$ cat config.mk
export PLATFORM = sky130hd
export DESIGN_NAME = apb_arbiter
export DESIGN_NICKNAME = d
export VERILOG_FILES = /design/src/rtl/apb_pkg.sv /design/src/rtl/rr_arb2.sv /design/src/rtl/apb_arbiter.sv
export SDC_FILE = /design/constraint.sdc
export NUM_CORES = 1
export LEC_CHECK = 0
export CAP_MARGIN = 20
export CORE_MARGIN = 2
export CORE_UTILIZATION = 43
export CTS_CLUSTER_SIZE = 20
export DETAILED_ROUTE_END_ITERATION = 6
export HOLD_SLACK_MARGIN = 0.02
export PLACE_DENSITY = 0.86
export SLEW_MARGIN = 20
export SYNTH_ARGS = -nofsm -noshare
export SYNTH_HDL_FRONTEND = slang
export SYNTH_SLANG_ARGS = --single-unit
$ cat constraint.sdc
create_clock -name pclk -period 3.2 [get_ports pclk]
set_clock_uncertainty 0.05 [all_clocks]
set_input_delay 0.32 -clock pclk [delete_from_list [all_inputs] [get_ports pclk]]
set_output_delay 0.32 -clock pclk [all_outputs]
set_load 0.01 [all_outputs]
$ cat src/rtl/apb_pkg.sv
// Shared APB arbiter types and UART register addresses.
package apb_pkg;

  typedef enum logic [1:0] {
    IDLE,
    SETUP,
    ACCESS
  } apb_state_t;

  localparam logic [31:0] UART_THR = 32'h1000_0000;
  localparam logic [31:0] UART_LSR = 32'h1000_0005;

endpackage

$ cat src/rtl/rr_arb2.sv
// Two-way round-robin grant with a registered last-grant bit.
module rr_arb2 (
  input  logic       clk,
  input  logic       rst,
  input  logic [1:0] req,
  input  logic       en,
  output logic [1:0] gnt,
  output logic       last_grant
);

  logic last_grant_q;
  logic last_grant_d;

  always_comb begin
    gnt = req;
    if (req[0] && req[1]) begin
      gnt = last_grant_q ? 2'b01 : 2'b10;
    end
    last_grant_d = last_grant_q;
    if (en && (|req)) begin
      last_grant_d = gnt[1];
    end
  end

  // Reset to 1 so requester 0 wins the first tie.
  always_ff @(posedge clk) begin
    if (rst) begin
      last_grant_q <= 1'b1;
    end else begin
      last_grant_q <= last_grant_d;
    end
  end

  assign last_grant = last_grant_q;

endmodule

$ cat src/rtl/apb_arbiter.sv
// Two-requester APB master: round-robin grant, SETUP/ACCESS
// sequencing, per-port response registers and access timeout.
module apb_arbiter
  import apb_pkg::*;
#(
  parameter int ADDR_WIDTH = 32,
  parameter int DATA_WIDTH = 32,
  parameter int TIMEOUT    = 255
) (
  input  logic                  pclk,
  input  logic                  rst,
  input  logic                  m0_req,
  input  logic [ADDR_WIDTH-1:0] m0_addr,
  input  logic [DATA_WIDTH-1:0] m0_wdata,
  input  logic                  m0_write,
  input  logic [3:0]            m0_stb,
  output logic                  m0_ack,
  output logic [DATA_WIDTH-1:0] m0_rdata,
  output logic                  m0_err,
  input  logic                  m1_req,
  input  logic [ADDR_WIDTH-1:0] m1_addr,
  input  logic [DATA_WIDTH-1:0] m1_wdata,
  input  logic                  m1_write,
  input  logic [3:0]            m1_stb,
  output logic                  m1_ack,
  output logic [DATA_WIDTH-1:0] m1_rdata,
  output logic                  m1_err,
  output logic [ADDR_WIDTH-1:0] paddr,
  output logic [DATA_WIDTH-1:0] pdata,
  input  logic [DATA_WIDTH-1:0] prdata,
  output logic                  psel,
  output logic                  penable,
  output logic                  pwrite,
  output logic [3:0]            pstb,
  input  logic                  ready,
  input  logic                  perr
);

  localparam int CW = (TIMEOUT > 1) ? $clog2(TIMEOUT) : 1;
  localparam logic [CW-1:0] TMAX =
    CW'((TIMEOUT > 0) ? TIMEOUT - 1 : 0);

  apb_state_t state_q, state_d;
  logic [CW-1:0] cnt_q, cnt_d;
  logic [ADDR_WIDTH-1:0] paddr_q, paddr_d;
  logic [DATA_WIDTH-1:0] pdata_q, pdata_d;
  logic [3:0] pstb_q, pstb_d;
  logic psel_q, psel_d;
  logic penable_q, penable_d;
  logic pwrite_q, pwrite_d;
  logic [1:0] ack_q, ack_d;
  logic [1:0] err_q, err_d;
  logic [DATA_WIDTH-1:0] rdata0_q, rdata0_d;
  logic [DATA_WIDTH-1:0] rdata1_q, rdata1_d;

  logic [1:0] req_m;
  logic [1:0] gnt;
  logic       grant_en;
  logic       cur;
  logic       done;
  logic       wr;
  logic       rsp_err;
  logic [DATA_WIDTH-1:0] rsp_data;

  // A requester is masked during its own ack cycle.
  assign req_m = {m1_req & ~ack_q[1], m0_req & ~ack_q[0]};

  rr_arb2 u_arb (
    .clk        (pclk),
    .rst        (rst),
    .req        (req_m),
    .en         (grant_en),
    .gnt        (gnt),
    .last_grant (cur)
  );

  always_comb begin
    state_d   = state_q;
    cnt_d     = cnt_q;
    paddr_d   = paddr_q;
    pdata_d   = pdata_q;
    pstb_d    = pstb_q;
    psel_d    = psel_q;
    penable_d = penable_q;
    pwrite_d  = pwrite_q;
    ack_d     = 2'b00;
    err_d     = err_q;
    rdata0_d  = rdata0_q;
    rdata1_d  = rdata1_q;
    grant_en  = 1'b0;
    done      = 1'b0;
    wr        = 1'b0;
    rsp_err   = 1'b0;
    rsp_data  = '0;
    unique case (state_q)
      IDLE: begin
        if (|req_m) begin
          grant_en = 1'b1;
          wr       = gnt[1] ? m1_write : m0_write;
          paddr_d  = gnt[1] ? m1_addr : m0_addr;
          pwrite_d = wr;
          pdata_d  = '0;
          pstb_d   = 4'b0000;
          if (wr) begin
            pdata_d = gnt[1] ? m1_wdata : m0_wdata;
            pstb_d  = gnt[1] ? m1_stb : m0_stb;
          end
          psel_d  = 1'b1;
          state_d = SETUP;
        end
      end
      SETUP: begin
        penable_d = 1'b1;
        cnt_d     = '0;
        state_d   = ACCESS;
      end
      ACCESS: begin
        if (ready) begin
          done     = 1'b1;
          rsp_data = prdata;
          rsp_err  = perr;
        end else if (TIMEOUT != 0 && cnt_q == TMAX) begin
          done    = 1'b1;
          rsp_err = 1'b1;
        end else begin
          cnt_d = cnt_q + CW'(1);
        end
        if (done) begin
          psel_d    = 1'b0;
          penable_d = 1'b0;
          state_d   = IDLE;
          ack_d[cur] = 1'b1;
          err_d[cur] = rsp_err;
          if (cur) begin
            rdata1_d = rsp_data;
          end else begin
            rdata0_d = rsp_data;
          end
        end
      end
      default: state_d = IDLE;
    endcase
  end

  always_ff @(posedge pclk) begin
    if (rst) begin
      state_q   <= IDLE;
      cnt_q     <= '0;
      paddr_q   <= '0;
      pdata_q   <= '0;
      pstb_q    <= '0;
      psel_q    <= 1'b0;
      penable_q <= 1'b0;
      pwrite_q  <= 1'b0;
      ack_q     <= '0;
      err_q     <= '0;
      rdata0_q  <= '0;
      rdata1_q  <= '0;
    end else begin
      state_q   <= state_d;
      cnt_q     <= cnt_d;
      paddr_q   <= paddr_d;
      pdata_q   <= pdata_d;
      pstb_q    <= pstb_d;
      psel_q    <= psel_d;
      penable_q <= penable_d;
      pwrite_q  <= pwrite_d;
      ack_q     <= ack_d;
      err_q     <= err_d;
      rdata0_q  <= rdata0_d;
      rdata1_q  <= rdata1_d;
    end
  end

  assign paddr    = paddr_q;
  assign pdata    = pdata_q;
  assign pstb     = pstb_q;
  assign psel     = psel_q;
  assign penable  = penable_q;
  assign pwrite   = pwrite_q;
  assign m0_ack   = ack_q[0];
  assign m1_ack   = ack_q[1];
  assign m0_err   = err_q[0];
  assign m1_err   = err_q[1];
  assign m0_rdata = rdata0_q;
  assign m1_rdata = rdata1_q;

endmodule
==> results of run 1 <==
==> cell usage after synthesis (all sizes together) <==
library cell / count
or4: 1
nor2: 52
ha: 2
a32o: 64
a31o: 1
buf: 38
and4: 2
a211oi: 2
a21oi: 8
nand3b: 1
nand3: 77
nand4: 4
and3: 5
nand2b: 1
o31ai: 2
nor3b: 1
nand2: 71
and2b: 2
o21bai: 1
o21a: 3
or2b: 1
inv: 4
or3: 1
a21o: 1
a31oi: 24
clkbuf: 30
dfxtp: 150
nand4b: 1
o21ai: 29
a311oi: 47
and2: 1
nor2b: 5
o211ai: 3
==> metal layers <==
metal	wire length [um]	track usage, %	vias to the layer above
li1	-	-	2958
met1	7475	29.76	2934
met2	9601	43.19	323
met3	1769	8.006	38
met4	624	10.85	0
met5	0	0	-
==> area by class of cell <==
class,instances,area share [%]
sequential,150,30.88
inverter,4,0.1544
multi-input combinational,413,27.15
timing repair buffer,328,33.87
clock buffer,18,4.413
clock inverter,13,1.274
tap,176,2.265
==> cells by family (layout without fill, tap and decap cells) <==
group	after synthesis	in the layout	synth area share [%]
buffers and inverters	72	363	5.653
AO/OA/AOI/OAI	185	185	25.66
AND/OR/NAND/NOR	226	226	17.82
adder cells (fa/ha/maj)	2	2	0.4203
flip-flops	150	150	50.44
==> sequential cells by signal (all words and copies together) (netlist names) <==
| register | count |
|---|---|
| m0_rdata | 32 |
| m1_rdata | 32 |
| paddr | 32 |
| pdata | 32 |
| cnt_q | 8 |
| pstb | 4 |
| ack_q | 2 |
| err_q | 2 |
| state_q | 2 |
| penable | 1 |
| psel | 1 |
| pwrite | 1 |
| u_arb.last_grant | 1 |
==> worst max-delay path by stage <==
stage,to,from
after floorplan,m1_rdata[10],cnt_q[0]
after global placement,pdata[0],m0_req
after detailed placement,pstb[2],m0_req
after CTS,pdata[3],ack_q[0]
after global routing,err_q[1],state_q[1]
final,pdata[3],ack_q[0]
==> power by group through the flow <==
| stage | Clock (uW) | Combinational (uW) | Sequential, uW |
|---|---|---|---|
| finish | 1860 | 1020 | 2080 |
| global route | 1980 | 1100 | 2090 |
| CTS | 1900 | 1020 | 2080 |
| detailed placement | 0 | 1020 | 2120 |
| global placement | 0 | 1010 | 2110 |
| floorplan | 0 | 376 | 2170 |
==> per-stage QoR <==
stage                     setup WS, ns  std cells  hold WS [ns]  power [uW]  instance area, um2
after global placement          0.7959       1071        0.3960        3120                9171
after detailed placement        0.7842       1071        0.4031        3135                9171
after floorplan                  1.670        635        0.4122        2543                5953
after global routing            0.9599       1102        0.1114        5163                9724
after CTS                        1.132       1102       0.08800        4996                9724
final                            1.116       1102        0.1079        4957                9724
==> impl_results.rst, run 1 <==
.. list-table::
   :header-rows: 1

   * - Metric
     - Value
   * - Result of the run
     - completed
   * - Routed Antenna Nets
     - 0
   * - Max stage delay cell, worst path
     - sky130_fd_sc_hd__a21o_2
   * - Sort of element at the end of the critical path
     - flip-flop
   * - Post-detail-place hpwl
     - 13820 um
   * - Die outline width
     - 121.7 um
   * - Post-synthesis sequential element count
     - 150
   * - FMAX
     - 479.9 MHz
   * - Type of the worst setup path
     - flip-flop to flip-flop
   * - Crit Path Max Fanout
     - 39
   * - Final slew viol count
     - 0
   * - Bufs on Longest Clock Path
     - 2
   * - Via count of the first global-routing pass
     - between 5000 and 6000
   * - Maximum Capacitance Violations
     - 0
   * - Number of buffers and inverters on the critical path
     - 2
   * - Max-slew headroom
     - between 30 and 40%
   * - Final Hold Vio Count
     - 0
   * - PwrDens
     - 509.8 nW/um2
   * - Final routed wire length divided by cell count
     - 17.67 um
   * - Internal Pwr Total
     - 3624 uW
   * - Count of TritonRoute iterations in the first routing pass
     - 5
   * - Setup slack of the most critical reg-to-reg path
     - 1.12 ns
   * - Actual transition at the worst max-transition pin
     - 0.9044 ns
   * - Total number of cells along the worst setup path
     - 6
   * - Die outline height
     - 121.7 um
   * - Worst hold path stage count
     - 2
   * - Warnings from Yosys
     - 0
   * - Vias per Instance
     - about 5.7
   * - Setup TNS Final
     - 0 ns
   * - Synth Net Count
     - 813
   * - Starting utilization of the core area
     - between 40% and 50%
   * - Worst hold start
     - rst
   * - Share of the clock period used by the worst path after layout
     - 65.12%
   * - Fraction of final layout cells sized beyond drive strength 1
     - roughly 6.6%
   * - Highest ir drop seen on vdd
     - about 0.29 mV
   * - Avg Synthesized Cell Area
     - 9.375 um2
   * - CP arrival
     - 2.37 ns
   * - Via count of the routed design
     - roughly 6300
   * - Clock-pin slew reported for the worst setup and hold paths after clock tree synthesis
     - 0.06 ns
   * - Setup-failing EPs final
     - 0
   * - Total Routing Usage GR
     - 25.48%
   * - Post-synthesis instance area
     - 5953 um2
   * - Crit-path cells
     - and2b_1, a21o_2, buf_12, buf_4, nand3_1, a31oi_1
   * - Final antenna diode count
     - 0
   * - Reg power frac
     - between 40% and 50%
   * - Endpoint of the worst hold-timing path
     - err_q[1]
   * - Total Die Area
     - around 15000 um2
   * - Dominant cell type by area after synthesis
     - sky130_fd_sc_hd__dfxtp_1
   * - Worst path top cell family by delay
     - compound AO/OA/AOI/OAI gates
   * - Wire length of the first global-routing pass
     - 29600 um
   * - Final Wtd Congestion
     - 0.8691
   * - Final critical delay including setup and external delays
     - 2.084 ns
   * - Post-CTS repair timing setup buffer count
     - 0
   * - Combinational power share
     - 20.6%
   * - Nets@finish
     - 1092
   * - Sw power
     - 1333 uW
   * - Sequential cell area fraction in the yosys report
     - 50.44%
   * - Count of mapped cells out of synthesis
     - between 600 and 700
   * - Clock buffers created by TritonCTS
     - 17
   * - Final Util
     - about 73%
   * - Detailed-route wire length
     - 19470 um
   * - R2R depth
     - 6
   * - Critical path's largest stage delay
     - 0.49 ns
   * - Worst reg2reg path endpoint
     - pdata[3]
   * - Worst min-delay path category
     - primary input to flip-flop
   * - Residual DRC
     - 0
   * - Maximum number of pins on one net before global-route repair
     - 71
   * - GR Overflow Total
     - 0
   * - Clock Root Buffer
     - sky130_fd_sc_hd__clkbuf_16
   * - Initial antenna violation count
     - 0
   * - Quantity of hold-fixing buffers added after cts
     - 0
   * - Total area of multi-input combinational cells
     - 2640 um2
   * - Number of clock sinks
     - 150
   * - Filler cell count in the final layout
     - 1011
   * - Ports placed on the boundary
     - roughly 320
   * - Post-CTS sizing
     - 0
   * - Area growth syn-to-layout
     - 63.35%
   * - Site Rows
     - 42
   * - Area share of the leading cell type in the synthesized netlist
     - between 50% and 60%
   * - Startpoint type of the worst setup path
     - flip-flop
   * - Area inside the core boundary
     - 13400 um2
   * - Required time worst endpoint
     - 3.49 ns
   * - DRC marker count from the first detailed-route iteration
     - 342
   * - Share of total power consumed by net switching
     - 26.88%
   * - Clock tree from TritonCTS
     - done
   * - Cell types with the largest area share after synthesis
     - sky130_fd_sc_hd__dfxtp_1 50%, sky130_fd_sc_hd__a32o_1 11%, sky130_fd_sc_hd__a311oi_1 6.9%
   * - Maximum level of the CTS H-tree
     - 4
   * - Commonest cells after routing, fill and taps aside
     - 313 x sky130_fd_sc_hd__clkdlybuf4s50_1, 150 x sky130_fd_sc_hd__dfxtp_1, 76 x sky130_fd_sc_hd__nand3_1
   * - Clock Power Share
     - 37.5%
   * - Leakage
     - 0.003496 uW
   * - Setup repair after global routing missed its margin
     - false
   * - FF-to-FF Start
     - ack_q[0]
   * - Synth cell types
     - 43
   * - Insertion delay of the later-clocked pin in the worst-skew pair
     - 0.41 ns
   * - Sequential standard cell area
     - 3003 um2
   * - Number of buffers added on ports
     - 314
   * - Most common cell after layout, fill and taps aside
     - sky130_fd_sc_hd__clkdlybuf4s50_1
Note: power is estimated with default switching activity, not from simulation.
==> run 2: changes to the inputs <==
--- a/config.mk
+++ b/config.mk
@@ -7,11 +7,11 @@
 export LEC_CHECK = 0
 export CAP_MARGIN = 20
 export CORE_MARGIN = 2
-export CORE_UTILIZATION = 43
+export CORE_UTILIZATION = 39
 export CTS_CLUSTER_SIZE = 20
 export DETAILED_ROUTE_END_ITERATION = 6
 export HOLD_SLACK_MARGIN = 0.02
-export PLACE_DENSITY = 0.86
+export PLACE_DENSITY = 0.79
 export SLEW_MARGIN = 20
 export SYNTH_ARGS = -nofsm -noshare
 export SYNTH_HDL_FRONTEND = slang
==> constraint.sdc (replaced) <==
create_clock -name pclk -period 2 [get_ports pclk]
set_clock_uncertainty 0.05 [all_clocks]
set_input_delay 0.2 -clock pclk [delete_from_list [all_inputs] [get_ports pclk]]
set_output_delay 0.2 -clock pclk [all_outputs]
set_load 0.01 [all_outputs]
==> run 2 against run 1 <==
Effect of this change: power grew 64%; sequential power grew 59%; register-to-register slack lost 1.0 ns; via count shrank 0.48%; non-clock buffer count grew 11; design area grew 2.2%; highest routed layer unchanged; clock power grew 68%; die area grew 9.9%; worst hold slack gained 0.036 ns; combinational power grew 66%; global-route usage shrank 2.4 points; utilization shrank 6.5 points.
==> impl_results.rst, run 2 (same netlist as run 1, synthesis figures left out) <==
.. list-table::
   :header-rows: 1

   * - Metric
     - Value
   * - Nets@finish
     - 1105 (+1.2%)
   * - Bufs on Longest Clock Path
     - 2 (unchanged)
   * - Site Rows
     - 45 (+7.1%)
   * - Number of buffers and inverters on the critical path
     - 1 (-1)
   * - Clock-pin slew reported for the worst setup and hold paths after clock tree synthesis
     - 0.07 ns (about the same)
   * - Type of the worst setup path
     - flip-flop to flip-flop
   * - Post-CTS sizing
     - 0 (unchanged)
   * - Highest ir drop seen on vdd
     - 0.5966 mV (+110%)
   * - Final routed wire length divided by cell count
     - 17.54 um (-0.73%)
   * - Crit-path cells
     - inv_1, ha_1, nand3_2, o21bai_4, a21oi_2, a32o_1
   * - Sort of element at the end of the critical path
     - flip-flop
   * - Die outline width
     - 127.6 um (+4.8%)
   * - FMAX
     - 528.0 MHz (+10%)
   * - Critical path's largest stage delay
     - 0.73 ns (+0.24 ns)
   * - Routed Antenna Nets
     - 0 (unchanged)
   * - Insertion delay of the later-clocked pin in the worst-skew pair
     - 0.42 ns (about the same)
   * - Required time worst endpoint
     - 2.31 ns (-1.18 ns)
   * - Crit Path Max Fanout
     - 16 (-59%)
   * - Actual transition at the worst max-transition pin
     - 0.9070 ns (+0.002595 ns)
   * - Commonest cells after routing, fill and taps aside
     - 313 x sky130_fd_sc_hd__clkdlybuf4s50_1, 150 x sky130_fd_sc_hd__dfxtp_1, 76 x sky130_fd_sc_hd__nand3_1
   * - Starting utilization of the core area
     - 39.60% (-4.8 points)
   * - Area growth syn-to-layout
     - 66.92%
   * - Result of the run
     - completed
   * - Maximum number of pins on one net before global-route repair
     - 65 (-8.5%)
   * - Worst path top cell family by delay
     - compound AO/OA/AOI/OAI gates
   * - Detailed-route wire length
     - 19800 um (+1.7%)
   * - Final Wtd Congestion
     - 0.8891 (+2.3%)
   * - Clock tree from TritonCTS
     - done
   * - GR Overflow Total
     - 0 (unchanged)
   * - Post-CTS repair timing setup buffer count
     - 0 (unchanged)
   * - PwrDens
     - 817.6 nW/um2 (+60%)
   * - Clock Root Buffer
     - sky130_fd_sc_hd__clkbuf_16
   * - Via count of the first global-routing pass
     - 5699 (-1.9%)
   * - Post-detail-place hpwl
     - 13580 um (-1.7%)
   * - Maximum level of the CTS H-tree
     - 4 (unchanged)
   * - Ports placed on the boundary
     - 315 (unchanged)
   * - DRC marker count from the first detailed-route iteration
     - 351 (+2.6%)
   * - Share of the clock period used by the worst path after layout
     - 94.69% (+30 points)
   * - Initial antenna violation count
     - 1 (+1)
   * - Die outline height
     - 127.6 um (+4.8%)
   * - Total power draw
     - 8125 uW (+64%)
   * - Total Routing Usage GR
     - 23.12% (-2.4 points)
   * - Total Die Area
     - 16270 um2 (+9.9%)
   * - Startpoint type of the worst setup path
     - flip-flop
   * - Setup-failing EPs final
     - 0 (unchanged)
   * - Quantity of hold-fixing buffers added after cts
     - 0 (unchanged)
   * - CP arrival
     - 2.20 ns (-0.17 ns)
   * - Clock buffers created by TritonCTS
     - 17 (unchanged)
   * - Max stage delay cell, worst path
     - sky130_fd_sc_hd__a21oi_2
   * - Via count of the routed design
     - 6223 (-0.48%)
   * - Vias per Instance
     - 5.512 (-2.9%)
   * - Final critical delay including setup and external delays
     - 1.894 ns (-0.1899 ns)
   * - Residual DRC
     - 0 (unchanged)
   * - Leakage
     - 0.003592 uW (+2.8%)
   * - Setup repair after global routing missed its margin
     - false
   * - Final slew viol count
     - 0 (unchanged)
   * - Filler cell count in the final layout
     - 1192 (+18%)
   * - Fraction of final layout cells sized beyond drive strength 1
     - 8.085% (+1.5 points)
   * - Most common cell after layout, fill and taps aside
     - sky130_fd_sc_hd__clkdlybuf4s50_1
   * - Setup TNS Final
     - 0 ns (unchanged)
   * - Maximum Capacitance Violations
     - 0 (unchanged)
   * - Area inside the core boundary
     - 15030 um2 (+12%)
   * - Final Hold Vio Count
     - 0 (unchanged)
   * - Number of buffers added on ports
     - 314 (unchanged)
   * - Wire length of the first global-routing pass
     - 29850 um (+0.84%)
   * - Setup slack of the most critical reg-to-reg path
     - 0.11 ns (-1.01 ns)
   * - Number of clock sinks
     - 150 (unchanged)
   * - Worst min-delay path category
     - primary input to flip-flop
   * - Max-slew headroom
     - 39.53% (-0.11 points)
   * - Count of TritonRoute iterations in the first routing pass
     - 5 (unchanged)
## run 2: power breakdown
part | switching (uW) | internal (uW)
clock | 1450 | 1670
sequential | 113 | 3200
combinational | 770 | 919
## run 2: final cells by class
class                   count  area [um2]  share of cell area (%)
flip-flops and latches    150        3003                   30.22
multi-input cells         415        2665                   26.82
repair buffers            339        3442                   34.64
clock inverters            15       148.9                   1.498
diodes                      1       2.502                 0.02518
clock buffers              17       425.4                   4.281
well taps                 188       235.2                   2.367
inverters                   4       15.01                  0.1511
## run 2: routing by layer
metal / share of wire, % / up-vias / global-route usage (%)
li1: - / 3007 / -
met1: 40 / 2915 / 26.91
met2: 48 / 268 / 39.07
met3: 8.6 / 33 / 8.459
met4: 2.6 / 0 / 8.533
met5: 0 / - / 0
## run 2: path summary, 6_finish.rpt
path                                  start            to  cells past startpoint
worst min register to register  m0_rdata[8]   m0_rdata[8]                      1
worst max register to register     cnt_q[0]  m1_rdata[17]                      6
worst min-delay path                    rst     paddr[17]                      2
worst max-delay path               cnt_q[0]  m1_rdata[17]                      6
## run 2: metrics by stage
| stage | setup WS [ns] | instance area [um2] | hold WS (ns) | util, % | std cells |
|---|---|---|---|---|---|
| global route | 0.02107 | 9937 | 0.1390 | 66.10 | 1129 |
| floorplan | 0.4696 | 5953 | 0.3025 | - | 635 |
| detailed placement | 0.03649 | 9331 | 0.4029 | 62.07 | 1094 |
| global placement | 0.05778 | 9331 | 0.3956 | 62.07 | 1094 |
| CTS | 0.08255 | 9906 | 0.04044 | 65.89 | 1126 |
| finish | 0.1062 | 9937 | 0.1436 | 66.10 | 1129 |
